===== config.mk =====
export PLATFORM = sky130hd
export DESIGN_NAME = wave_phase_controller_flat
export DESIGN_NICKNAME = d
export VERILOG_FILES = /design/src/rtl/wave_phase_controller_if.sv /design/src/rtl/wave_phase_controller.sv /design/src/flat_wrapper.sv
export SDC_FILE = /design/constraint.sdc
export NUM_CORES = 1
export LEC_CHECK = 0
export BUFFER_PORTS_ARGS = -buffer_cell sky130_fd_sc_hd__buf_2
export CELL_PAD_IN_SITES_DETAIL_PLACEMENT = 0
export CELL_PAD_IN_SITES_GLOBAL_PLACEMENT = 1
export CORE_ASPECT_RATIO = 1.4
export CORE_MARGIN = 3
export CORE_UTILIZATION = 40
export CTS_CLUSTER_DIAMETER = 80
export DETAILED_ROUTE_END_ITERATION = 10
export PLACE_DENSITY_LB_ADDON = 0.1
export SETUP_SLACK_MARGIN = 0.5
export SLEW_MARGIN = 30
export SYNTH_ARGS = -nofsm -noshare
export SYNTH_HDL_FRONTEND = slang
export SYNTH_SLANG_ARGS = --single-unit

===== constraint.sdc =====
create_clock -name i_clk -period 3.2 [get_ports i_clk]
set_clock_uncertainty 0.05 [all_clocks]
set_input_delay 0.16 -clock i_clk [delete_from_list [all_inputs] [get_ports i_clk]]
set_output_delay 0.16 -clock i_clk [all_outputs]
set_load 0.02 [all_outputs]

===== src/rtl/wave_phase_controller_if.sv =====
// Configuration handshake between the upstream config logic and the
// wave_phase_controller. The master offers a step/form/duty set; the slave
// accepts it when cfg ready is high.
interface wave_phase_controller_if #(
  parameter int unsigned ACC_WIDTH = 32
);
  logic                 valid;
  logic                 ready;
  logic [ACC_WIDTH-1:0] step;
  logic [1:0]           form;
  logic [4:0]           duty;

  modport master (output valid, output step, output form, output duty, input ready);
  modport slave  (input valid, input step, input form, input duty, output ready);
endinterface


===== src/rtl/wave_phase_controller.sv =====
// wave_phase_controller: DDS phase accumulator and sample-rate sequencer for
// the square-wave datapath. New configurations are parked in a one-entry
// pending slot and only become active at a phase wrap (or immediately while
// idle), so downstream never sees a truncated period.
// Optional feature macro: WAVE_PHASE_SWEEP_EN (frequency sweep on each wrap).
module wave_phase_controller #(
  parameter int unsigned ACC_WIDTH  = 32,
  parameter int unsigned SAMPLE_DIV = 100
) (
  input  logic                  i_clk,
  input  logic                  i_reset,
  input  logic                  i_enable,
  wave_phase_controller_if.slave cfg_if,
`ifdef WAVE_PHASE_SWEEP_EN
  input  logic [15:0]           i_sweep_delta,
  input  logic [ACC_WIDTH-1:0]  i_sweep_limit,
`endif
  output logic [11:0]           o_phase,
  output logic [1:0]            o_form,
  output logic [4:0]            o_square_duty,
  output logic                  o_sample_tick,
  output logic                  o_wrap,
  output logic                  o_running
);

  localparam int unsigned DIV_W    = $clog2(SAMPLE_DIV);
  localparam int unsigned SUM_W    = ACC_WIDTH + 1;
  localparam int unsigned PHASE_W  = 12;
  localparam int unsigned DUTY_MAX = 20;
  localparam int unsigned DUTY_RST = 10;

  typedef enum logic [1:0] {
    ST_IDLE     = 2'd0,
    ST_RUN      = 2'd1,
    ST_STOPPING = 2'd2
  } state_t;

  state_t               r_state;
  logic [DIV_W-1:0]     r_div;
  logic [ACC_WIDTH-1:0] r_acc;
  logic [ACC_WIDTH-1:0] r_step;
  logic [1:0]           r_form;
  logic [4:0]           r_duty;
  logic                 r_pend_full;
  logic [ACC_WIDTH-1:0] r_pend_step;
  logic [1:0]           r_pend_form;
  logic [4:0]           r_pend_duty;
  logic                 r_cfg_ready;
  logic                 r_tick;
  logic                 r_wrap;
  logic                 r_running;

  logic                 w_tick;
  logic [SUM_W-1:0]     w_sum;
  logic                 w_carry;
  logic                 w_step_zero;
  logic                 w_boundary;
  logic                 w_apply;
  logic                 w_capture;
  logic                 w_pend_full_nxt;
  logic [4:0]           w_duty_in;
  logic [ACC_WIDTH-1:0] w_idle_step;

  assign w_tick          = (r_div == DIV_W'(SAMPLE_DIV - 1));
  assign w_sum           = {1'b0, r_acc} + {1'b0, r_step};
  assign w_carry         = w_sum[ACC_WIDTH];
  assign w_step_zero     = (r_step == '0);
  // A tick that ends the current period: real wrap, or any tick with a zero step.
  assign w_boundary      = w_tick && (r_state != ST_IDLE) && (w_carry || w_step_zero);
  assign w_apply         = r_pend_full && ((r_state == ST_IDLE) || w_boundary);
  assign w_capture       = cfg_if.valid && !r_pend_full;
  assign w_pend_full_nxt = w_capture || (r_pend_full && !w_apply);
  assign w_duty_in       = (cfg_if.duty > 5'(DUTY_MAX)) ? 5'(DUTY_MAX) : cfg_if.duty;
  // A config applied on the very tick that starts the run drives the first add.
  assign w_idle_step     = w_apply ? r_pend_step : r_step;

`ifdef WAVE_PHASE_SWEEP_EN
  logic [ACC_WIDTH-1:0] r_base_step;
  logic [SUM_W-1:0]     w_sweep_sum;
  logic                 w_sweep;
  logic [ACC_WIDTH-1:0] w_sweep_step;

  assign w_sweep_sum  = {1'b0, r_step} + SUM_W'(i_sweep_delta);
  assign w_sweep      = (r_state == ST_RUN) && w_tick && w_carry && !w_apply &&
                        (i_sweep_delta != 16'd0);
  assign w_sweep_step = (w_sweep_sum > {1'b0, i_sweep_limit}) ? r_base_step
                                                               : w_sweep_sum[ACC_WIDTH-1:0];
`endif

  // Sample-rate divider; the tick strobe is registered one cycle after terminal count.
  always_ff @(posedge i_clk) begin
    if (i_reset) begin
      r_div  <= '0;
      r_tick <= 1'b0;
    end else begin
      r_div  <= w_tick ? '0 : r_div + DIV_W'(1);
      r_tick <= w_tick;
    end
  end

  // One-entry pending configuration slot.
  always_ff @(posedge i_clk) begin
    if (i_reset) begin
      r_pend_full <= 1'b0;
      r_cfg_ready <= 1'b1;
      r_pend_step <= '0;
      r_pend_form <= '0;
      r_pend_duty <= '0;
    end else begin
      r_pend_full <= w_pend_full_nxt;
      r_cfg_ready <= !w_pend_full_nxt;
      if (w_capture) begin
        r_pend_step <= cfg_if.step;
        r_pend_form <= cfg_if.form;
        r_pend_duty <= w_duty_in;
      end
    end
  end

  // Live configuration seen by the accumulator and downstream.
  always_ff @(posedge i_clk) begin
    if (i_reset) begin
      r_step <= '0;
      r_form <= '0;
      r_duty <= 5'(DUTY_RST);
`ifdef WAVE_PHASE_SWEEP_EN
      r_base_step <= '0;
`endif
    end else if (w_apply) begin
      r_step <= r_pend_step;
      r_form <= r_pend_form;
      r_duty <= r_pend_duty;
`ifdef WAVE_PHASE_SWEEP_EN
      r_base_step <= r_pend_step;
    end else if (w_sweep) begin
      r_step <= w_sweep_step;
`endif
    end
  end

  // Run-state sequencer and phase accumulator.
  always_ff @(posedge i_clk) begin
    if (i_reset) begin
      r_state   <= ST_IDLE;
      r_acc     <= '0;
      r_wrap    <= 1'b0;
      r_running <= 1'b0;
    end else begin
      r_wrap <= 1'b0;
      case (r_state)
        ST_IDLE: begin
          r_acc     <= '0;
          r_running <= w_tick && i_enable;
          if (w_tick && i_enable) begin
            r_acc   <= w_idle_step;
            r_state <= ST_RUN;
          end
        end
        ST_RUN: begin
          r_running <= 1'b1;
          if (w_tick) begin
            r_acc  <= w_sum[ACC_WIDTH-1:0];
            r_wrap <= w_carry;
          end
          if (!i_enable) r_state <= ST_STOPPING;
        end
        ST_STOPPING: begin
          r_running <= i_enable || !w_boundary;
          if (w_tick) begin
            r_acc  <= w_sum[ACC_WIDTH-1:0];
            r_wrap <= w_carry;
          end
          if (i_enable) begin
            r_state <= ST_RUN;
          end else if (w_boundary) begin
            r_acc   <= '0;
            r_state <= ST_IDLE;
          end
        end
        default: begin
          r_state   <= ST_IDLE;
          r_acc     <= '0;
          r_running <= 1'b0;
        end
      endcase
    end
  end

  assign o_phase       = r_acc[ACC_WIDTH-1 -: PHASE_W];
  assign o_form        = r_form;
  assign o_square_duty = r_duty;
  assign o_sample_tick = r_tick;
  assign o_wrap        = r_wrap;
  assign o_running     = r_running;
  assign cfg_if.ready  = r_cfg_ready;

endmodule


===== src/flat_wrapper.sv =====
// flat-port wrapper written by rule: the top's interface ports become plain ports
module wave_phase_controller_flat 
#(
  parameter int unsigned ACC_WIDTH  = 32,
  parameter int unsigned SAMPLE_DIV = 100
)
  (i_clk, i_reset, i_enable, o_phase, o_form, o_square_duty, o_sample_tick, o_wrap, o_running, cfg_if_valid, cfg_if_step, cfg_if_form, cfg_if_duty, cfg_if_ready);
  wave_phase_controller_if #(.ACC_WIDTH(ACC_WIDTH)) cfg_if_i ();
  input  logic i_clk;
  input  logic i_reset;
  input  logic i_enable;
  output logic [11:0] o_phase;
  output logic [1:0] o_form;
  output logic [4:0] o_square_duty;
  output logic o_sample_tick;
  output logic o_wrap;
  output logic o_running;
  input wire logic [$bits(cfg_if_i.valid)-1:0] cfg_if_valid;
  input wire logic [$bits(cfg_if_i.step)-1:0] cfg_if_step;
  input wire logic [$bits(cfg_if_i.form)-1:0] cfg_if_form;
  input wire logic [$bits(cfg_if_i.duty)-1:0] cfg_if_duty;
  output wire logic [$bits(cfg_if_i.ready)-1:0] cfg_if_ready;
  assign cfg_if_i.valid = cfg_if_valid;
  assign cfg_if_i.step = cfg_if_step;
  assign cfg_if_i.form = cfg_if_form;
  assign cfg_if_i.duty = cfg_if_duty;
  assign cfg_if_ready = cfg_if_i.ready;
  wave_phase_controller #(.ACC_WIDTH(ACC_WIDTH), .SAMPLE_DIV(SAMPLE_DIV)) u_core (.i_clk(i_clk), .i_reset(i_reset), .i_enable(i_enable), .cfg_if(cfg_if_i), .o_phase(o_phase), .o_form(o_form), .o_square_duty(o_square_duty), .o_sample_tick(o_sample_tick), .o_wrap(o_wrap), .o_running(o_running));
endmodule

; Word-level counts from Yosys, hierarchy flattened
; Index checks and enable logic that the tools add are counted.
[word_totals]
register_bits = 124
latch_bits = 0
ram_bits = 0
rom_bits = 0
input_bits = 43
out_inout_bits = 23
n_memories = 0
[classes]
add_sub_neg = 2
n_mul = 0
n_div = 0
order_cmp = 1
eq_ne = 6
shifts = 0
n_mux = 13
bitwise = 2
reduce_logical = 21
[ops]
columns = operator, count
row1 = $mux W32, 5
row2 = $pmux W32 S3, 1
row3 = $add A32 B32 Y33, 1
row4 = $logic_not A32 Y1, 1
row5 = $mux W2, 4
row6 = $add A7 B1 Y7 const B, 1
row7 = $eq A7 B7 Y1 const B, 1
row8 = $logic_and A1 B1 Y1, 6
row9 = $pmux W2 S3, 1
row10 = $gt A5 B5 Y1 const B, 1
row11 = $mux W5, 1
row12 = $logic_not A1 Y1, 4
row13 = $logic_or A1 B1 Y1, 4
row14 = $ne A2 B2 Y1 const B, 2
row15 = $reduce_or A2 Y1, 2
row16 = $ne A3 B2 Y1 const B, 1
row17 = $pmux W1 S3, 1
row18 = $reduce_and A3 Y1, 1
row19 = $reduce_or A3 Y1, 1
row20 = $eq A2 B1 Y1 const B, 1
row21 = $eq A2 B2 Y1 const B, 1
row22 = $logic_not A2 Y1, 1
row23 = $not A1 Y1, 2
row24 = $reduce_bool A2 Y1, 1

; Longest topological paths before layout
[logic_depth]
depth_word = 9
ltp_mapped = 14
mapped_depth_nobuf = 12

; Least setup slack after synthesis
; No wires, ideal clock.
[synth_timing]
kind = register -> register
startpoint = reg u_core.r_step[0]
endpoint = reg u_core.r_acc[11]
setup_time_ns = 0.125
arrival_time_ns = 2.846
path_slack_ns = 0.179
stages_incl_launch_ff = 15
n_path_buf = 2
period_less_slack_ns = 3.021
path_cell_list = dfxtp_1 > ha_1 > inv_1 > fa_1 > nand2b_1 > a21oi_2 > o211ai_2 > a2111oi_1 > or4b_4 > nand3_1 > a31o_1 > buf_4 > buf_4 > mux2i_1 > o2bb2ai_1
[synth_between]
elab_chain_cells = 8
elab_cells_between_ends = 12
classes_between = add/sub: 1 / mux: 6 / reduce/logical: 5
[synth_lines]
columns = element, line
row1 = "start, declared", wave_phase_controller.sv:41  ; logic [ACC_WIDTH-1:0] r_step;
row2 = "start signal, assigned", wave_phase_controller.sv:130  ; r_step <= r_pend_step;
row3 = $add A32 B32 Y33 or $logic_not A32 Y1 (tied branches), "wave_phase_controller.sv:65, wave_phase_controller.sv:67"
row4 = $logic_or A1 B1 Y1, wave_phase_controller.sv:69  ; assign w_boundary = w_tick && (r_state != ST_IDLE) && (w_carry || w_step_zero);
row5 = $logic_and A1 B1 Y1, wave_phase_controller.sv:69
row6 = $logic_or A1 B1 Y1, wave_phase_controller.sv:70  ; assign w_apply = r_pend_full && ((r_state == ST_IDLE) || w_boundary);
row7 = $logic_and A1 B1 Y1, wave_phase_controller.sv:70
row8 = $mux W32, wave_phase_controller.sv:75  ; assign w_idle_step = w_apply ? r_pend_step : r_step;
row9 = $mux W32, wave_phase_controller.sv:154  ; if (w_tick && i_enable) begin
row10 = $pmux W32 S3 (*), wave_phase_controller.sv:150  ; case (r_state)
row11 = "end signal, assigned", wave_phase_controller.sv:155  ; r_acc <= w_idle_step;
row12 = "end signal, assigned", wave_phase_controller.sv:162  ; r_acc <= w_sum[ACC_WIDTH-1:0];
row13 = "end signal, assigned", wave_phase_controller.sv:170  ; r_acc <= w_sum[ACC_WIDTH-1:0];
row14 = "end, declared", wave_phase_controller.sv:40  ; logic [ACC_WIDTH-1:0] r_acc;
; Mark *: on every way between the ends. The rest lies on a longest branch, timed or not.
; A chain may end at the register's enable or synchronous reset.

; Worst setup path in the final report
[layout_timing]
startpoint = reg u_core.r_acc[10]
endpoint = reg u_core.r_acc[21]
[layout_between]
elab_chain_cells = 8
elab_cells_between_ends = 11
classes_between = add/sub: 1 / mux: 6 / reduce/logical: 4
[layout_lines]
columns = element, line
row1 = $add A32 B32 Y33 (*), wave_phase_controller.sv:65  ; assign w_sum = {1'b0, r_acc} + {1'b0, r_step};
row2 = $logic_or A1 B1 Y1, wave_phase_controller.sv:69
row3 = $logic_and A1 B1 Y1, wave_phase_controller.sv:69
row4 = $logic_or A1 B1 Y1, wave_phase_controller.sv:70
row5 = $logic_and A1 B1 Y1, wave_phase_controller.sv:70
row6 = $mux W32, wave_phase_controller.sv:75
row7 = $mux W32, wave_phase_controller.sv:154
row8 = $pmux W32 S3 (*), wave_phase_controller.sv:150
; Marked as above.

==> impl_results.md <==
* Final hold vios at 0
* Placed Area at between 0.007 and 0.008 mm^2
* FFs w/ async S/R, synth at 0%
* Clk pin slew, worst setup/hold paths at 60 ps
* Netlist Area Pre-Place at approximately 0.0065 mm^2
* Synth top area share at 38.1%
* Proportion of layout cells with a drive suffix above 1 at a little over a quarter
* Pre-CTS setup slack at approximately 25 ps
* Root buffer cell: clkbuf_16
* Core Footprint at around 0.016 mm^2
* CTS sink count at 124
* Setup CP Type: reg2reg
* Number of enable flip-flop cells after synthesis at 0
* Final net count at 987
* FMAX at 0.335 GHz
* DP HPWL at between 10 and 15 mm
* Row count at 54
* Top cells by area, synth: dfxtp_1 (38%), nand2_1 (8.1%), ha_1 (7.1%)
* Vias/cell at between 5 and 6
* Primary FF master, synth: dfxtp_1
* CTS max path bufs at 2
* Synthesized area per cell at 8.24 um^2
* First-pass GRT wire length at 30.0 mm
* Setup WS post-layout at 211 ps
* Worst-path cell chain: ha_4 > a21o_1 > a21o_1 > a2bb2oi_4 > a2111oi_4 > or4b_4 > buf_6 > a31o_4 > a311oi_4 > buf_6 > buf_8 > o211ai_1 > o21ai_1
* Outcome: complete, no violations
* Max_cap viols at 0
* Worst-Skew Late Latency at 420 ps
* GRT Total Usage at around 21%
* Period utilization at between 90% and 100%
* Seq cells post-synth at 124
* Die area at 0.0179 mm^2
* Net switching power at between 1000 and 1500 uW
* Min-delay src: cfg_if_valid
* Clock share of power at 48.4%
* Initial Util at 41.3%
* Sw Share at 25.6%
* Synth warn at 0
* Power share of the sequential group at 41.2%
* Comb pwr share at 10.5%
* DRC viols at 0
* Total negative slack at 0 ps
* Final core occ at 56.7%
* Worst hold margin at between 70 and 80 ps
* Area grow syn2layout at 37.5%
* Worst vdd ir at 0.295 mV
* Critical path endpoint category: register
* Initial antenna violation count at 0
* Worst Hold End: u_core.r_pend_full
* Req. time, crit path at 3500 ps
* Routed via count at between 6000 and 7000
* Avg WL per Cell at 16.8 um
* Cell leakage power at 0.00362 uW
* Die width at 114 um
* Antenna cells at 0
* Cts bufs inserted at 17
* Max incr delay on CP at 520 ps
* Initial DRC count at 256
* Reg2reg end: u_core.r_acc[21]
* CP Max Fanout at 6
* Vias in the first global route at 5911
* CP top delay family: compound AO/OA/AOI/OAI gates
* Net Count, Synth at 873
* Post-DRT Antenna Nets at 0
* Most frequent cells in the layout: nand2_1 (130), dfxtp_1 (105), a21oi_1 (66)
* Slowest stage cell on the critical path: or4b_4
* CTS tree: yes
* Hold WC Path Type: in2reg
* Critical Path Start Type: register
* I/O Pins at 66
* Final setup viols at 0
* Sequential share of the synthesized area at 38.1%
* Routability Congestion at 0.845
* Chip Height at ~160 um
* Slew HR at 53.2%
* R2R depth at 13
* Hold Crit Depth at 4
* WL final at ~19 mm
* Crit path arrival time at 3290 ps
* Yosys top cell by area: dfxtp_1
* Port Buf Inserts at 65
* Layout fillers at 1483
* Power per cell area at 444 mW/mm^2
* RSZ-0062 raised after global routing: yes
* Bufs and invs on worst path at 3
* Total gr overflow at 0
* Worst-Margin Slew at around 700 ps
* Largest net degree at the start of global routing at 89
* Slew Limit Fails at 0
* Detailed Routing Iterations Pass 1 at 5
* Final Instance Area at 0.00897 mm^2
* Reg2reg start: u_core.r_acc[10]
* Pint at 2960 uW
* Commonest non-fill, non-tap cell in the layout: nand2_1
* Post-route minimum period at 2990 ps
* R2R Setup Slk at 210 ps
* Cells after synthesis at 792
* Library cells used by synthesis at 60
* Clock H-tree levels at 4
[cell families (layout without fill, tap and decap cells)]
| kind of cell | Yosys count | after routing | share of synthesized area (%) |
|---|---|---|---|
| flip-flops | 124 | 124 | 38.1 |
| AO/OA/AOI/OAI | 207 | 207 | 19.6 |
| multiplexers | 41 | 41 | 6.29 |
| AND/OR/NAND/NOR | 282 | 282 | 19.2 |
| XOR/XNOR | 29 | 29 | 3.89 |
| buffers and inverters | 71 | 198 | 5.52 |
| adder cells (fa/ha/maj) | 38 | 38 | 7.40 |
[stage by stage]
step / power [uW] / cells
final: 3980 / 1115
after global routing: 4140 / 1115
after CTS: 3970 / 1106
after detailed placement: 1940 / 1016
after global placement: 1940 / 1016
after floorplan: 1850 / 792
[area by class of cell]
class	instances	area, um^2	share of cell area, %
tap	196	245	2.73
timing repair buffer	150	1260	14.0
multi-input combinational	597	4310	48.0
clock inverter	15	163	1.81
clock buffer	17	425	4.74
sequential	124	2510	28.0
inverter	16	60.1	0.670
[worst max-delay path by stage]
stage	endpoint	start	slack, ps	depth (start not counted)
after floorplan	u_core.r_acc[31]	u_core.r_acc[10]	340	12
after global placement	u_core.r_acc[21]	u_core.r_step[8]	100	11
after detailed placement	u_core.r_acc[21]	u_core.r_step[8]	30	11
after CTS	u_core.r_acc[1]	u_core.r_acc[0]	250	15
after global routing	u_core.r_acc[21]	u_core.r_step[0]	90	15
final	u_core.r_acc[21]	u_core.r_acc[10]	210	13
[registers in the layout (all words and copies together), names as in the netlist, 2 cells and up]
signal / cells
u_core.r_div: 7
u_core.r_pend_step: 32
u_core.r_pend_duty: 5
u_core.r_state: 2
u_core.r_step: 32
u_core.r_pend_form: 2
u_core.o_square_duty: 5
u_core.o_form: 2
u_core.r_acc: 32
[tightest hold or removal path: cells and delay by family]
family	cells	cell delay, ps
and+or+nand+nor	3	260
buffers and inverters	1	90
[synth_stat cells, drive strengths merged, types with 3 or more instances]
master and number:
ha 37, a211o 4, a31oi 7, dfxtp 124, a311oi 3, buf 25
nand2 141, nand2b 6, a211oi 3, nand3 15, o21bai 5, or3 5
o211ai 5, xor2 18, xnor2 11, mux2i 41, and3 8, nand4 7
nor2 62, and2 3, nor4 8, a21oi 72, nor3b 3, inv 16
o21ai 63, clkbuf 30, nor3 9, a21o 14, nor2b 4, o2bb2ai 10
nand3b 4
[layer usage]
layer	routed length, um	vias to the layer above	track usage, %
met5	0	-	0
met4	326	0	6.17
met3	659	28	4.08
met2	10200	132	40.6
met1	7570	2837	24.0
li1	-	3012	-
[power by group through the flow]
stage	clock (uW)	combinational (uW)	sequential, uW
floorplan	0	196	1660
global placement	0	276	1660
detailed placement	0	280	1660
CTS	1960	369	1630
global route	2040	456	1640
finish	1930	418	1640
[what timing repair did]
| action | CTS | global route |
|---|---|---|
| gates cloned | 6 | 3 |
| pin swaps | 11 | 10 |
| hold endpoints to repair | 40 | 0 |
| buffers inserted | 12 | 6 |
| gates resized for setup | 65 | 67 |
| hold buffers | 40 | 0 |
| setup endpoints to repair | 76 | 76 |
(Power assumes the default switching activity.)
